File: config.mk
export PLATFORM = sky130hd
export DESIGN_NAME = forwarding_hazard_unit
export DESIGN_NICKNAME = d
export VERILOG_FILES = /design/src/rtl/forwarding_hazard_unit.sv
export SDC_FILE = /design/constraint.sdc
export NUM_CORES = 1
export LEC_CHECK = 0
export ABC_CLOCK_PERIOD_IN_PS = 2400
export CORE_MARGIN = 5
export CORE_UTILIZATION = 36
export DETAILED_ROUTE_END_ITERATION = 10
export HOLD_SLACK_MARGIN = 0.03
export PLACE_DENSITY = 0.84
export SLEW_MARGIN = 5
export SYNTH_ARGS = -nofsm -noshare
export SYNTH_HDL_FRONTEND = slang
export SYNTH_SLANG_ARGS = --single-unit
export TNS_END_PERCENT = 5
File: constraint.sdc
create_clock -name clk -period 2.4 [get_ports clk]
set_input_delay 0.6 -clock clk [delete_from_list [all_inputs] [get_ports clk]]
set_output_delay 0.6 -clock clk [all_outputs]
set_load 0.05 [all_outputs]
File: src/rtl/forwarding_hazard_unit.sv
// EX operand forwarding and load-use stall generation for a 5-stage pipeline.
// Keeps its own shadow copy of EX/MEM/WB destination info so no pipeline register taps are needed.

module fhu_fwd_operand #(
    parameter int REG_AW = 5,
    parameter int DATA_W = 32
) (
    input  logic              i_ex_valid,
    input  logic              i_ex_uses,
    input  logic [REG_AW-1:0] i_ex_src,
    input  logic              i_mem_valid,
    input  logic              i_mem_regwrite,
    input  logic              i_mem_memread,
    input  logic [REG_AW-1:0] i_mem_rd,
    input  logic              i_wb_valid,
    input  logic              i_wb_regwrite,
    input  logic [REG_AW-1:0] i_wb_rd,
    input  logic [DATA_W-1:0] i_mem_data,
    input  logic [DATA_W-1:0] i_wb_data,
    output logic              o_sel,
    output logic [DATA_W-1:0] o_fwd
);
    logic w_reader;
    logic w_match_mem;
    logic w_match_wb;

    assign w_reader = i_ex_valid & i_ex_uses;

    // A load in MEM has no data yet; it is skipped so WB can still supply an older write.
    assign w_match_mem = w_reader & i_mem_valid & i_mem_regwrite & ~i_mem_memread
                       & (i_mem_rd != '0) & (i_mem_rd == i_ex_src);
    assign w_match_wb  = w_reader & i_wb_valid & i_wb_regwrite
                       & (i_wb_rd != '0) & (i_wb_rd == i_ex_src);

    always_comb begin
        o_sel = 1'b0;
        o_fwd = '0;
        if (w_match_mem) begin
            o_sel = 1'b1;
            o_fwd = i_mem_data;
        end else if (w_match_wb) begin
            o_sel = 1'b1;
            o_fwd = i_wb_data;
        end
    end
endmodule

module forwarding_hazard_unit #(
    parameter int REG_AW = 5,
    parameter int DATA_W = 32,
    parameter int CNT_W  = 16
) (
    input  logic              clk,
    input  logic              reset,
    input  logic              id_valid,
    input  logic [REG_AW-1:0] id_rs,
    input  logic [REG_AW-1:0] id_rt,
    input  logic              id_uses_rs,
    input  logic              id_uses_rt,
    input  logic [REG_AW-1:0] id_rd,
    input  logic              id_regwrite,
    input  logic              id_memread,
    input  logic              flush,
    input  logic [DATA_W-1:0] mem_alu_result,
    input  logic [DATA_W-1:0] wb_data,
    output logic              sel_a,
    output logic              sel_b,
    output logic [DATA_W-1:0] fwd_a,
    output logic [DATA_W-1:0] fwd_b,
    output logic              stall,
    output logic [CNT_W-1:0]  stall_count
);
    localparam int NUM_OPS = 2;

    typedef struct packed {
        logic              valid;
        logic [REG_AW-1:0] rd;
        logic              regwrite;
        logic              memread;
    } stage_t;

    // Operand index 0 is rs (A), 1 is rt (B).
    typedef struct packed {
        stage_t                         dst;
        logic [NUM_OPS-1:0][REG_AW-1:0] src;
        logic [NUM_OPS-1:0]             uses;
    } ex_t;

    typedef enum logic {ST_RUN, ST_STALL} state_t;

    ex_t    r_ex;
    stage_t r_mem;
    stage_t r_wb;
    state_t r_state;
    logic [CNT_W-1:0] r_stall_cnt;

    ex_t                            w_ex_next;
    logic [NUM_OPS-1:0][REG_AW-1:0] w_id_src;
    logic [NUM_OPS-1:0]             w_id_uses;
    logic [NUM_OPS-1:0]             w_src_hit;
    logic                           w_hazard;
    logic                           w_stall;
    logic [NUM_OPS-1:0]             w_sel;
    logic [NUM_OPS-1:0][DATA_W-1:0] w_fwd;
    logic                           w_unused;

    assign w_id_src[0]  = id_rs;
    assign w_id_src[1]  = id_rt;
    assign w_id_uses[0] = id_uses_rs;
    assign w_id_uses[1] = id_uses_rt;

    for (genvar g = 0; g < NUM_OPS; g++) begin : g_hit
        assign w_src_hit[g] = w_id_uses[g] & (w_id_src[g] == r_ex.dst.rd);
    end

    assign w_hazard = id_valid & r_ex.dst.valid & r_ex.dst.memread & r_ex.dst.regwrite
                    & (r_ex.dst.rd != '0) & (|w_src_hit);
    assign w_stall  = w_hazard & ~flush;

    always_comb begin
        w_ex_next = '0;
        if (!(w_stall || flush || !id_valid)) begin
            w_ex_next.dst.valid    = 1'b1;
            w_ex_next.dst.rd       = id_rd;
            w_ex_next.dst.regwrite = id_regwrite;
            w_ex_next.dst.memread  = id_memread;
            w_ex_next.src          = w_id_src;
            w_ex_next.uses         = w_id_uses;
        end
    end

    always_ff @(posedge clk or posedge reset) begin
        if (reset) begin
            r_ex  <= '0;
            r_mem <= '0;
            r_wb  <= '0;
        end else begin
            r_wb  <= r_mem;
            r_mem <= r_ex.dst;
            r_ex  <= w_ex_next;
        end
    end

    // The bubble behind a load clears ex.memread, so a stall never lasts beyond one cycle.
    always_ff @(posedge clk or posedge reset) begin
        if (reset) begin
            r_state     <= ST_RUN;
            r_stall_cnt <= '0;
        end else begin
            case (r_state)
                ST_RUN:   if (w_stall) r_state <= ST_STALL;
                ST_STALL: r_state <= ST_RUN;
                default:  r_state <= ST_RUN;
            endcase
            if (w_stall && (r_stall_cnt != '1))
                r_stall_cnt <= r_stall_cnt + CNT_W'(1);
        end
    end

    for (genvar g = 0; g < NUM_OPS; g++) begin : g_opnd
        fhu_fwd_operand #(
            .REG_AW (REG_AW),
            .DATA_W (DATA_W)
        ) u_fwd (
            .i_ex_valid     (r_ex.dst.valid),
            .i_ex_uses      (r_ex.uses[g]),
            .i_ex_src       (r_ex.src[g]),
            .i_mem_valid    (r_mem.valid),
            .i_mem_regwrite (r_mem.regwrite),
            .i_mem_memread  (r_mem.memread),
            .i_mem_rd       (r_mem.rd),
            .i_wb_valid     (r_wb.valid),
            .i_wb_regwrite  (r_wb.regwrite),
            .i_wb_rd        (r_wb.rd),
            .i_mem_data     (mem_alu_result),
            .i_wb_data      (wb_data),
            .o_sel          (w_sel[g]),
            .o_fwd          (w_fwd[g])
        );
    end

    // WB's load flag is tracked for completeness but the writeback value is already final.
    assign w_unused = r_wb.memread ^ (r_state == ST_STALL);

    assign sel_a       = w_sel[0];
    assign sel_b       = w_sel[1];
    assign fwd_a       = w_fwd[0];
    assign fwd_b       = w_fwd[1];
    assign stall       = w_stall;
    assign stall_count = r_stall_cnt;
endmodule

* Word-level counts from Yosys, hierarchy flattened
Cells that the tools add are included.
W data, S select, Z words.
** Cells by class
- Eq/ne operators :: 7
- Add/sub/neg operators :: 1
- Divide/modulo/power cells :: 0
- Muxes and demuxes :: 9
- $mul :: 0
- $lt $le $gt $ge :: 0
- Shifts and indexed selects :: 0
- Reduce and logical (&&, ||, !) cells :: 8
- Bitwise operators :: 30
** Operators by type and width (number)
- $mux W32 :: 4
- $eq A5 B5 Y1 :: 6
- $and A1 B1 Y1 :: 28
- $mux W20 :: 1
- $add A16 B1 Y16 const B :: 1
- $ne A16 B16 Y1 const B :: 1
- $reduce_bool A5 Y1 :: 3
- $mux W1 :: 4
- $logic_or A1 B1 Y1 :: 2
- $not A1 Y1 :: 2
- $reduce_or A2 Y1 :: 1
- $logic_and A1 B1 Y1 :: 1
- $logic_not A1 Y1 :: 1
** Storage, ports and cells
- Bits in registers :: 51
- Logic and storage cells :: 70
- Output and inout bits :: 83
- Input bits :: 87
- Bits in writable memories :: 0
- Bits in read-only memories :: 0
- Memories kept :: 0
- Bits in latches :: 0

* Depth between registers and ports, before layout
Gate-level depths: netlist of run 1.
- Depth after elaboration :: 9
- Gate-level depth with buffers :: 7
- Mapped depth without buffers :: 6

* Hierarchy
A second synthesis of run 1 with hierarchy kept.
** Unflattened totals
- Cell total of the unflattened synthesis :: 350
- Area total of the unflattened synthesis :: 3854.9 um^2
** By module, submodules not included
- forwarding_hazard_unit :: times used 1, sequential area each 1276.2 um^2, cells an instance 158, area each 2035.7 um^2
- fhu_fwd_operand :: times used 2, sequential area each 0.0 um^2, cells an instance 96, area each 909.6 um^2

* Worst setup path before layout of run 1
Ideal clock, no wire load.
- Path kind :: register -> output
- Start :: register r_mem[2] (netlist bit)
- End :: output port fwd_a[23]
- Cell stages (with the launch flop) :: 7
- Path slack :: -0.949 ns
- Arrival time :: 2.749 ns
- Required time :: 1.800 ns
- Path buffers :: 2
- Cells stage by stage :: dfrtp_1 -> or4_1 -> o2111ai_1 -> nor4_1 -> clkbuf_1 -> clkbuf_1 -> o21ai_0
** Between the ends
- Word-level cells in the longest chain between the ends :: 4
- Elaborated cells between the ends (all ways) :: 5
- Those cells by class :: 1 x eq/ne; 1 x mux; 2 x bitwise; 1 x reduce/logical
** RTL lines
- start: declaration :: line 92 : stage_t r_mem;
- start signal: assignment :: line 139 : r_mem <= r_ex.dst;
- $reduce_bool A5 Y1 :: line 31 : & (i_mem_rd != '0) & (i_mem_rd == i_ex_src);
- $and A1 B1 Y1 :: line 31
- $and A1 B1 Y1 * :: line 31
- $mux W32 * :: line 38 : if (w_match_mem) begin
- end: declaration :: line 68 : output logic [DATA_W-1:0] fwd_a,
Every way passes the cells marked *; elsewhere a longest branch is shown, timed or not.

* Final worst setup path of run 1
- Start :: register r_wb[2] (netlist bit)
- End :: output port fwd_b[1]
** Between the ends
- Word-level cells in the longest chain between the ends :: 5
- Elaborated cells between the ends (all ways) :: 6
- Those cells by class :: 1 x eq/ne; 2 x mux; 2 x bitwise; 1 x reduce/logical
** RTL lines
- start: declaration :: line 93 : stage_t r_wb;
- start signal: assignment :: line 138 : r_wb <= r_mem;
- $reduce_bool A5 Y1 :: line 33 : & (i_wb_rd != '0) & (i_wb_rd == i_ex_src);
- $and A1 B1 Y1 :: line 33
- $and A1 B1 Y1 * :: line 33
- $mux W32 * :: line 41 : end else if (w_match_wb) begin
- $mux W32 * :: line 38
- end: declaration :: line 69 : output logic [DATA_W-1:0] fwd_b,
Marks and branches as above.

==> results.toml, run 1 <==
[finish]
fin_nets = 673
fin_util_pct = 78.6
seq_area_mm2 = 0.00128
drive_gt1_share_pct = 40.6
multiInputGateArea_mm2 = 0.00241
fill_cells = 488
area.growth.synth_to_final_pct = 115

[worst_setup_path]
worstPathRequired_ns = 1.80
critPathTopFamily = "simple AND/OR/NAND/NOR gates"
crit_path_max_fanout = 11
cp_num_buf_inv = 2
cp.depth = 7
cpPeakStageDelay_ns = 0.52
critPathKind = "reg2out"
start_kind = "register"
crit_chain = "xor2_1 -> or4_1 -> or4_4 -> nor2_4 -> buf_12 -> a22o_1 -> buf_12"
crit_path_end_kind = "primary output"
crit_top_cell = "buf_12"
arrival_ns = 2.48
ff2ff_path_depth = 6
slowest_stage = "or4_1"

[route]
vias = 3688
route.detailed.drc = 0
dr.pass1.iters = 4
ant_nets = 0
detail_route.vias_per_cell = 5.31
wire_per_inst_um = 18.2
drt_iter0_drc = 75
wl_um = 12600

[synth]
synthDistinctLibCells = 39
synth_cells = 378
postSynthNetCount = 466
ys_seq_area_share_pct = 40.2
ys_ff_latch = 51
synth_edf_count = 0
syn_area_mm2 = 0.00318
avgSynthCellArea_um2 = 8.40
ys.flop_type = "dfrtp_1"
async_reset_ff_share_pct = 100
yosysWarnings = 0

[floorplan]
rows = 34
die_h_um = 104
dieArea_mm2 = 0.0108
start_util_pct = 36.6
dieWidth_um = 104
core-area_mm2 = 0.00868
ios = 170

[global_route]
first_global_vias = 3957
antenna_found_initial = 1
grt_use_met3_pct = 4.59
grt-busiest-layer = "met2"
met2_usage_pct = 43.2
grt_pass1_wl_um = 20800
grt_overflow_total = 0
met1_usage_pct = 26.4
track_usage_pct = 23.3
grt_max_degree = 52

[power_and_ir_drop]
p_leak_nw = 2.68
peakVddDrop_mv = 0.390
power_per_cell_area_mw_per_mm2 = 250

[timing]
setup_viol = 67
fin_crit_sh_pct = 128
finalCriticalPeriod_ns = 3.08
max-slew-margin-rel_pct = 59.0
grt_setup_unrepaired = "true"
setup_slack_ns = -0.683
tightestPinTransition_ns = 0.615
finalHoldViolCount = 0
skew_ns = 0.00980
fmax_ghz = 0.324
slew_violations = 0

[run_status]
violations = "setup timing"
status = "complete, but fails checks"

[clocking]
htree_levels = 2
cts_tree = "done"
insertion_delay_ns = 0.31
cts_made_buffers = 5
postCtsHoldBufs = 0
cts.sinks = 51
cts_root_buffer = "clkbuf_8"
clock_path_buffers = 2
clkTransAtPathRegs_ns = 0.09

[placement]
place_congestion = 0.904
dp_hpwl_um = 10000
io_buffers = 169
dp_slack_ns = -0.514

[min_path]
hold_depth = 0
min_path_type = "reg2reg"

[job]
maxCapViolations = 0
-- layout by cell type (no fill, tap or decap), drive strengths merged, types with 6 or more instances in the layout --
cell             n
a22o            14
and2            20
buf            118
clkbuf           6
clkdlybuf4s50  102
dfrtp           51
nand2          109
nand3           10
nand4           14
o21ai           51
or4              6
xnor2           37
xor2             8
-- metal layers --
layer  vias to the layer above  share of wire [%]
met3                        33                6.4
met1                      1760                 37
met5                         -                  0
li1                       1722                  -
met2                       173                 53
met4                         0                2.9
-- flip-flops by register name, summed over array words and instances, names as in the netlist --
| name | flops |
|---|---|
| r_ex | 20 |
| stall_count | 16 |
| r_mem | 8 |
| r_wb | 7 |
-- logic make-up (layout without fill, tap and decap cells) --
logic type | after synthesis | in the layout | share of synthesized area, %
simple gates | 186 | 186 | 29.3
xor+xnor | 45 | 45 | 12.4
mux | 1 | 1 | 0.355
fa+ha+maj | 1 | 1 | 0.394
compound gates | 71 | 71 | 14.1
flops | 51 | 51 | 40.2
buf+inv | 23 | 231 | 3.19
other cells | 0 | 1 | 0
-- cell usage after synthesis, types with 4 or more instances --
cell	number	share of area (%)
or4_1	4	0.95
dfrtp_1	51	40
and2_1	20	3.9
xor2_1	8	2.2
nor2_1	4	0.47
nand3_1	10	1.6
xnor2_1	37	10
nand2_1	109	13
nand4_1	14	2.8
a22o_1	4	1.1
o21ai_1	10	1.6
o21ai_0	38	6.0
a22o_2	10	3.2
clkbuf_1	19	2.2
-- path summary, 6_finish.rpt --
kind                           startpoint        endpoint  slack [ns]
max                               r_wb[2]        fwd_b[1]       -0.68
min reg2reg                      r_mem[7]         r_wb[7]        0.40
max in group asynchronous           reset        r_mem[2]        1.16
min in group asynchronous           reset        r_ex[12]        0.79
min                              r_mem[7]         r_wb[7]        0.40
max reg2reg                stall_count[0]  stall_count[9]        0.47
-- timing repair --
| item | 4_1_cts | 5_1_grt |
|---|---|---|
| pin swaps | 15 | 6 |
| cloned | 1 | 0 |
| gates resized for setup | 39 | 20 |
| buffers inserted | 8 | 1 |
| setup endpoints to repair | 67 | 67 |
-- final cells by class --
| cell class | instances | share of cell area (%) |
|---|---|---|
| diodes | 1 | 0.0367 |
| clock buffers | 5 | 1.01 |
| clock inverters | 3 | 0.294 |
| inverters | 2 | 0.110 |
| multi-input cells | 304 | 35.3 |
| flip-flops and latches | 51 | 18.7 |
| well taps | 108 | 1.98 |
| repair buffers | 221 | 42.6 |
-- report_power, final --
part	leakage [nW]	internal (W)	total [W]	switching [W]
clock network	0.0402	0.000203	0.000485	0.000282
registers	0.691	0.000882	0.000903	0.0000211
logic	1.94	0.000197	0.000320	0.000123
-- per-stage QoR --
| step | setup TNS, ns | area, um2 | hold WS, ns | power, W | instances |
|---|---|---|---|---|---|
| after global placement | -22.63 | 6400 | 0.355 | 0.00121 | 676 |
| after global routing | -41.33 | 6820 | 0.421 | 0.00178 | 695 |
| after CTS | -37.45 | 6740 | 0.404 | 0.00172 | 693 |
| after floorplan | -14.67 | 3620 | 0.347 | 0.00100 | 378 |
| after detailed placement | -27.40 | 6400 | 0.360 | 0.00122 | 676 |
| final | -35.76 | 6820 | 0.398 | 0.00171 | 695 |
Power figures use the tool's default switching activity.
==> run 2, diff against run 1 <==
==> constraint.sdc (replaced) <==
create_clock -name clk -period 2.4 [get_ports clk]
set_input_delay 0.36 -clock clk [delete_from_list [all_inputs] [get_ports clk]]
set_output_delay 0.36 -clock clk [all_outputs]
set_load 0.05 [all_outputs]
==> run 2 against run 1 <==
Compared with the run above: the run still ends with setup timing left; fmax grew 7.0%; count of clock-buffer cells in the layout grew 1; die area is the same; hold slack lost 0.0060 ns; cell count shrank 0.29%; clock power grew 3%; sequential power is essentially flat; flip-flop and latch count is the same; critical path depth is the same; first-iteration DRC count grew 67%; worst setup slack gained 0.20 ns; register-to-register slack lost 0.16 ns; critical path type unchanged; critical endpoint is now fwd_b[3].
==> results.toml, run 2 (synthesized netlist as in run 1, its figures left out) <==
[floorplan]
rows = 34
dieWidth_um = 104
dieArea_mm2 = 0.0108
core-area_mm2 = 0.00868
die_h_um = 104
ios = 170
start_util_pct = 36.6

[route]
drt_iter0_drc = 125
dr.pass1.iters = 4
maxUsedRoutingLayer = "met4"
route.detailed.drc = 0
dr_wl_met2_um = 7370
vias = 3730
wl_met1_um = 4830
wire_per_inst_um = 19.3
ant_nets = 0
wl_um = 13400
detail_route.vias_per_cell = 5.38
wl_met3_um = 865

[power_and_ir_drop]
p_leak_nw = 2.64
power_per_cell_area_mw_per_mm2 = 259
total_power_w = 0.00172
peakVddDrop_mv = 0.476

[placement]
dp_slack_ns = -0.288
place_congestion = 0.870
io_buffers = 169
dp_hpwl_um = 9990

[clocking]
htree_levels = 2
insertion_delay_ns = 0.31
cts_made_buffers = 5
postCtsHoldBufs = 0
clock_path_buffers = 2
cts_root_buffer = "clkbuf_8"
clkTransAtPathRegs_ns = 0.09
cts.sinks = 51
cts_tree = "done"

[worst_setup_path]
crit_path_end_kind = "primary output"
cp_num_buf_inv = 2
critPathTopFamily = "simple AND/OR/NAND/NOR gates"
cpPeakStageDelay_ns = 0.54
critPathKind = "reg2out"
start_kind = "register"
crit_chain = "xor2_1 -> or4_1 -> or4_4 -> nor2_4 -> buf_12 -> a22o_1 -> buf_6"
crit_path_max_fanout = 14
slowest_stage = "or4_1"
arrival_ns = 2.52
worstPathRequired_ns = 2.04

[finish]
fill_cells = 522
drive_gt1_share_pct = 36.9
max_flop_register = "r_ex"
largest_reg_flops = 20
layout_common_cells = "clkdlybuf4s50_1, nand2_1, buf_12, dfrtp_1, buf_4"
area.growth.synth_to_final_pct = 109
final_common_cell = "clkdlybuf4s50_1"
fin_nets = 671

[run_status]
violations = "setup timing"
status = "complete, but fails checks"

[timing]
setup_slack_ns = -0.482
whs_ns = 0.392
setup_viol = 66
fmax_ghz = 0.347
tightestPinTransition_ns = 0.630
grt_setup_unrepaired = "true"
max-slew-margin-rel_pct = 58.0
finalCriticalPeriod_ns = 2.88
fin_crit_sh_pct = 120
slew_violations = 0
skew_ns = 0.00343
finalHoldViolCount = 0

[global_route]
track_usage_pct = 23.1
antenna_found_initial = 2
first_global_vias = 3875
grt_max_degree = 52
grt_overflow_total = 0
grt_pass1_wl_um = 20500

[job]
maxCapViolations = 0

[min_path]
min_path_type = "reg2reg"
run 2: changes by cell type in the layout (fill, tap and decap cells not counted), moves of 5 or more:
| cell | change |
|---|---|
| nand2_1 | +14 |
| o21ai_4 | -11 |
| buf_12 | -5 |
| o21ai_2 | +8 |
| buf_6 | +5 |
| nand2_2 | -17 |
run 2: metrics by stage:
| stage | setup TNS (ns) | std cells | util [%] | area (um2) |
|---|---|---|---|---|
| 2_1_floorplan | -5.16 | 378 | - | 3450 |
| 3_3_place_gp | -8.51 | 670 | 71.3 | 6190 |
| 3_5_place_dp | -11.42 | 670 | 71.3 | 6190 |
| 4_1_cts | -22.35 | 689 | 75.2 | 6530 |
| 5_1_grt | -29.06 | 693 | 76.5 | 6640 |
| 6_report | -21.81 | 693 | 76.5 | 6640 |
run 2: layout make-up:
class | count | area (um2) | area share [%]
clock inverters | 1 | 5.00 | 0.0754
clock buffers | 6 | 82.6 | 1.24
diodes | 2 | 5.00 | 0.0754
multi-input cells | 304 | 2290 | 34.5
inverters | 2 | 7.51 | 0.113
well taps | 108 | 135 | 2.04
repair buffers | 219 | 2840 | 42.7
flip-flops and latches | 51 | 1280 | 19.2
run 2: repair_timing:
item                       CTS  global route
buffers inserted            10             5
setup endpoints to repair   67            86
pin swaps                   11            15
gates cloned                 2             0
resized for setup           28            29
run 2: worst paths after layout:
path / slack (ns) / start / to / cells after the start
max in group asynchronous: 1.45 / reset / r_ex[16] / 3
min reg2reg: 0.39 / r_ex[12] / r_mem[0] / 0
max: -0.48 / r_wb[2] / fwd_b[3] / 7
min: 0.39 / r_ex[12] / r_mem[0] / 0
min in group asynchronous: 0.53 / reset / stall_count[7] / 3
max reg2reg: 0.31 / r_ex[14] / stall_count[1] / 5
run 2: worst reg2reg max path: stages (launching register included):
cell and delay [ns]:
dfrtp_1 0.44, or4_1 0.58, o21a_1 0.24, o21a_1 0.20, nand3b_1 0.17, mux2_2 0.34
run 2: power by group:
part           total [W]  internal [W]  leakage [nW]  switching, W
registers       0.000906      0.000882         0.693     0.0000244
logic           0.000315      0.000193          1.90      0.000122
clock network   0.000499      0.000227        0.0471      0.000272
run 2: per-layer routing:
| metal | GRT usage, % | up-vias |
|---|---|---|
| met1 | 26.3 | 1819 |
| met5 | 0 | - |
| met2 | 43.2 | 174 |
| li1 | - | 1712 |
| met4 | 6.66 | 0 |
| met3 | 4.59 | 25 |
==> run 3, diff against run 2 <==
Settings changed: CTS_CLUSTER_SIZE from default to 10, SLEW_MARGIN 5 to 25.
==> run 3 against run 2 <==
Compared with the run above: worst setup slack lost 0.0013 ns; sequential power hardly changed; power is essentially flat; hold slack gained 0.0013 ns; register-to-register slack got worse by 0.02 ns; largest cell class unchanged; critical path depth unchanged; the run still ends with setup timing left.
==> results.toml, run 3 (synthesized netlist as in run 1, its figures left out) <==
[run_status]
status = "complete, but fails checks"
violations = "setup timing"

[timing]
finalCriticalPeriod_ns = 2.88
setup_slack_ns = -0.483
fin_crit_sh_pct = 120
grt_setup_unrepaired = "true"
fmax_ghz = 0.347
max-slew-margin-rel_pct = 57.6
setup_viol = 66
finalHoldViolCount = 0
tightestPinTransition_ns = 0.636
slew_violations = 0
skew_ns = 0.00281

[floorplan]
core-area_mm2 = 0.00868
rows = 34
start_util_pct = 36.6
ios = 170
dieWidth_um = 104
die_h_um = 104
dieArea_mm2 = 0.0108

[route]
ant_nets = 0
drt_iter0_drc = 122
wire_per_inst_um = 19.4
vias = 3753
detail_route.vias_per_cell = 5.42
route.detailed.drc = 0
wl_um = 13400
dr.pass1.iters = 4

[worst_setup_path]
crit_path_max_fanout = 14
ff2ff_path_depth = 5
worstPathRequired_ns = 2.04
r2r_setup_slack_ns = 0.29
critPathKind = "reg2out"
arrival_ns = 2.52
crit_path_end_kind = "primary output"
start_kind = "register"
startpoint = "r_wb[2]"
r2r-start = "r_ex[14]"
reg2reg_to = "stall_count[1]"

[power_and_ir_drop]
total_power_w = 0.00172
p_sw_share_pct = 24.3
clockPowerShare_pct = 28.9
pwr-share-seq_pct = 52.7
p_switching_w = 0.000418
power_per_cell_area_mw_per_mm2 = 259
p_int_w = 0.00130
peakVddDrop_mv = 0.478
p_leak_nw = 2.64
p_comb_share_pct = 18.4

[placement]
place_congestion = 0.870
dp_hpwl_um = 9990
io_buffers = 169

[job]
maxCapViolations = 0

[clocking]
htree_levels = 2
insertion_delay_ns = 0.31
cts.sinks = 51
cts_tree = "done"
clkTransAtPathRegs_ns = 0.08
clock_path_buffers = 2
cts_root_buffer = "clkbuf_8"
cts_made_buffers = 5

[global_route]
track_usage_pct = 23.1
grt_pass1_wl_um = 20500
first_global_vias = 3875
grt_overflow_total = 0
antenna_found_initial = 2
grt_max_degree = 52

[min_path]
hold_depth = 0
worstHoldEndpoint = "r_mem[0]"
min_path_type = "reg2reg"
worstHoldStart = "r_ex[12]"

[finish]
area.growth.synth_to_final_pct = 109
max_flop_register = "r_ex"
largest_reg_flops = 20
layout_common_cells = "clkdlybuf4s50_1, nand2_1, buf_12, dfrtp_1, buf_4"
drive_gt1_share_pct = 37.0
fin_nets = 671
fin_util_pct = 76.6
final_common_cell = "clkdlybuf4s50_1"
[run 3: repair_timing]
| action | CTS | global route |
|---|---|---|
| buffers inserted | 10 | 5 |
| gates resized for setup | 28 | 29 |
| endpoints found under the setup margin | 67 | 67 |
| pin swaps | 11 | 15 |
| hold buffers | 0 | 0 |
| gates cloned | 2 | 0 |
[run 3: worst max-delay path: stages, from the launching register on]
cell,delay (ns)
dfrtp_1,0.42
xor2_1,0.18
or4_1,0.54
or4_4,0.45
nor2_4,0.12
buf_12,0.15
a22o_1,0.18
buf_6,0.17
[run 3: layout make-up]
type	count	area (um2)
Sequential cell	51	1280
Tap cell	108	135
Timing Repair Buffer	219	2840
Clock buffer	6	82.6
Clock inverter	1	5.00
Fill cell	523	2030
Multi-Input combinational cell	304	2300
Antenna cell	2	5.00
Inverter	2	7.51
[run 3: through the flow]
stage	cells	worst slack (ns)	instance area, um2	hold WS, ns	TNS, ns
2_1_floorplan	378	-0.172	3450	0.347	-5.16
3_3_place_gp	670	-0.220	6190	0.356	-8.51
3_5_place_dp	670	-0.288	6190	0.378	-11.42
4_1_cts	689	-0.420	6530	0.398	-22.35
5_1_grt	693	-0.537	6650	0.400	-29.03
6_report	693	-0.483	6650	0.393	-21.77
[run 3: power by group through the flow]
stage	Clock [W]	Combinational (W)	Sequential (W)
after floorplan	0	0.0000855	0.000916
after global placement	0	0.000280	0.000918
after detailed placement	0	0.000291	0.000921
after CTS	0.000506	0.000303	0.000905
after global routing	0.000540	0.000337	0.000909
final	0.000497	0.000317	0.000906
[run 3: how the worst max path moves through the flow]
stage	end	slack [ns]	depth (start not counted)
global route	fwd_b[3]	-0.54	7
finish	fwd_b[3]	-0.48	7
detailed placement	fwd_b[9]	-0.29	7
floorplan	fwd_a[1]	-0.17	5
CTS	fwd_b[31]	-0.42	7
global placement	fwd_b[16]	-0.22	7
[run 3: per-layer routing]
metal / vias to the layer above / GRT usage [%] / routed length, um
met4: 0 / 6.66 / 376
met5: - / 0 / 0
met3: 28 / 4.59 / 868
met1: 1833 / 26.3 / 4790
li1: 1709 / - / -
met2: 183 / 43.2 / 7380
==> RTL change, RTL diff (config.mk and constraints of run 1) <==
`REG_AW` is set to 5 in 2 places; all go to 6.
--- a/src/rtl/forwarding_hazard_unit.sv
+++ b/src/rtl/forwarding_hazard_unit.sv
@@ -4,3 +4,3 @@
 module fhu_fwd_operand #(
-    parameter int REG_AW = 5,
+    parameter int REG_AW = 6,
     parameter int DATA_W = 32
@@ -48,3 +48,3 @@
 module forwarding_hazard_unit #(
-    parameter int REG_AW = 5,
+    parameter int REG_AW = 6,
     parameter int DATA_W = 32,
Interface: changed (resized id_rd, id_rs and id_rt); port bits go from 170 to 173. No check against the original RTL was run, so the function may have changed too.
==> RTL change against run 1 <==
The flow still finishes with violations (setup timing); sequential cell count is 5 higher; routed wire length is 1.7% lower; total power is 12% higher; highest routed layer unchanged; design area is 6.9% lower; setup slack better by 220 ps; largest power group unchanged; synthesized area is 7.6% higher; largest cell class unchanged; sequential power is 10% higher.
==> RTL change: results (changes against run 1) <==
* Result of the run: complete, but fails checks
* Failing checks: setup timing
* Slew at the pin closest to its max-slew limit at 522.6 ps (-92.03 ps)
* Wire length of the first global-routing pass at 18780 µm (-9.9%)
* Peak supply drop at 0.0003365 V (-14%)
* Drt wl/cell at 16.83 µm (-7.5%)
* Min setup slack post-route at -458.3 ps (+225.0 ps)
* Clock sinks at 56 (+9.8%)
* Final-layout non-clock buffer area share at 38.43% (-4.1 points)
* Post-synthesis xor/xnor area fraction at 12.56% (+0.15 points)
* Most instantiated cells after synthesis: 138 x sky130_fd_sc_hd__nand2_1, 56 x sky130_fd_sc_hd__dfrtp_1, 41 x sky130_fd_sc_hd__nand3_1, 36 x sky130_fd_sc_hd__xor2_1, 33 x sky130_fd_sc_hd__o21ai_0
* Arrival time at the worst endpoint at 2260 ps (-220 ps)
* Net count of the mapped netlist at 519 (+11%)
* Multi-input logic area at 0.002227 mm² (-7.4%)
* Number of buffers outside the clock class in the layout at 200 (-9.5%)
* Number of setup violations in the final report at 67 (unchanged)
* Fill cells at 639 (+31%)
* Placed Instance Area at 0.005862 mm² (-8.4%)
* Last weighted congestion value of the routability-driven placer at 0.9516 (+5.3%)
* Met2 routing resource usage after global routing at 36.82% (-6.4 points)
* Met1 routing resource usage after global routing at 24.11% (-2.3 points)
* Mux share of post-synthesis cell area at 0.6591% (+0.30 points)
* Final setup skew at 7.393 ps (-2.406 ps)
* Vertical die dimension at 107.4 µm (+3.4%)
* Number of multi-input combinational cells at 345 (+13%)
* M1 WL at 4666 µm (-1.1%)
* Final core utilization at 68.71% (-9.9 points)
* Number of antenna violations at the first check in global routing at 0 (-1)
* Internal Power at 1.472 mW (+15%)
* Placed instance count at 729 (+7.8%)
* Static leakage at 2.811 nW (+5.1%)
* Comb power frac at 15.6% (-3.1 points)
* Post-synthesis cell count at 428 (+13%)
* Fraction of the mapped netlist area in compound gates at 7.030% (-7.1 points)
* Iter 0 DRT Violations at 121 (+61%)
* Register share of the cell area at 22.07% (+3.3 points)
* Antenna cells at 0 (-1)
* Setup TNS after final layout at -26590 ps (+9170 ps)
* Clk tree area frac at 1.813% (+0.51 points)
* Length of routed met3 wiring at 974 µm (+21%)
* Global Route met3 Usage at 3.419% (-1.2 points)
* Pin count of the biggest net entering global routing at 38 (-27%)
* Count of inverters not on the clock network in the layout at 1 (-1)
* Detail Placement HPWL at 9192 µm (-8.3%)
* Number of flip-flops in the largest register at 23 (+15%)
* Vias/cell at 5.169 (-2.6%)
* Sequential power share at 52.1% (-0.8 points)
* Wire length on met2 at 6397 µm (-5.2%)
* Worst slack at placement at -202.4 ps (+312.0 ps)
* Slowest stage cell, crit path: sky130_fd_sc_hd__or4_4
* Number of buffers added for setup after CTS at 0 (-8)
* Overall power of the completed layout at 1.911 mW (+12%)
* Share of post-route cells with drive strength above 1 at 31.15% (-9.5 points)
* Post-route insts no fill at 739 (+6.3%)
* Largest fanout on the critical path at 33 (+22)
* Aggregate global-route resource usage at 20.10% (-3.2 points)
* Horizontal die dimension at 107.4 µm (+3.4%)
* Port buffer count at 172 (+1.8%)
-- RTL change: cell count changes after synthesis, sizes merged, moves of 14 or more --
cell,run 1,this run
a22o,14,0
nand2,109,138
nand3,10,41
o21ai,51,33
xnor2,37,13
xor2,8,36
-- RTL change: path summary, 6_finish.rpt --
path	startpoint	endpoint	slack, ps	depth (start not counted)
setup / recovery	r_wb[2]	sel_b	-460	6
hold / removal	r_mem[1]	r_wb[1]	390	0
setup reg to reg	r_ex[16]	r_ex[3]	250	5
hold reg to reg	r_mem[1]	r_wb[1]	390	0
max in group asynchronous	reset	r_ex[9]	1270	3
min in group asynchronous	reset	stall_count[0]	600	2
-- RTL change: critical path: cells and delay by family (launching register included) --
kind,cells,cell delay (ps)
flops,1,410
compound gates,1,320
buf+inv,2,310
simple gates,3,900
-- RTL change: repair_timing --
action                     in CTS  in global routing
pin swaps                       0                 11
setup endpoints to repair      67                 67
gates resized for setup        29                 55
cloned                          0                  2
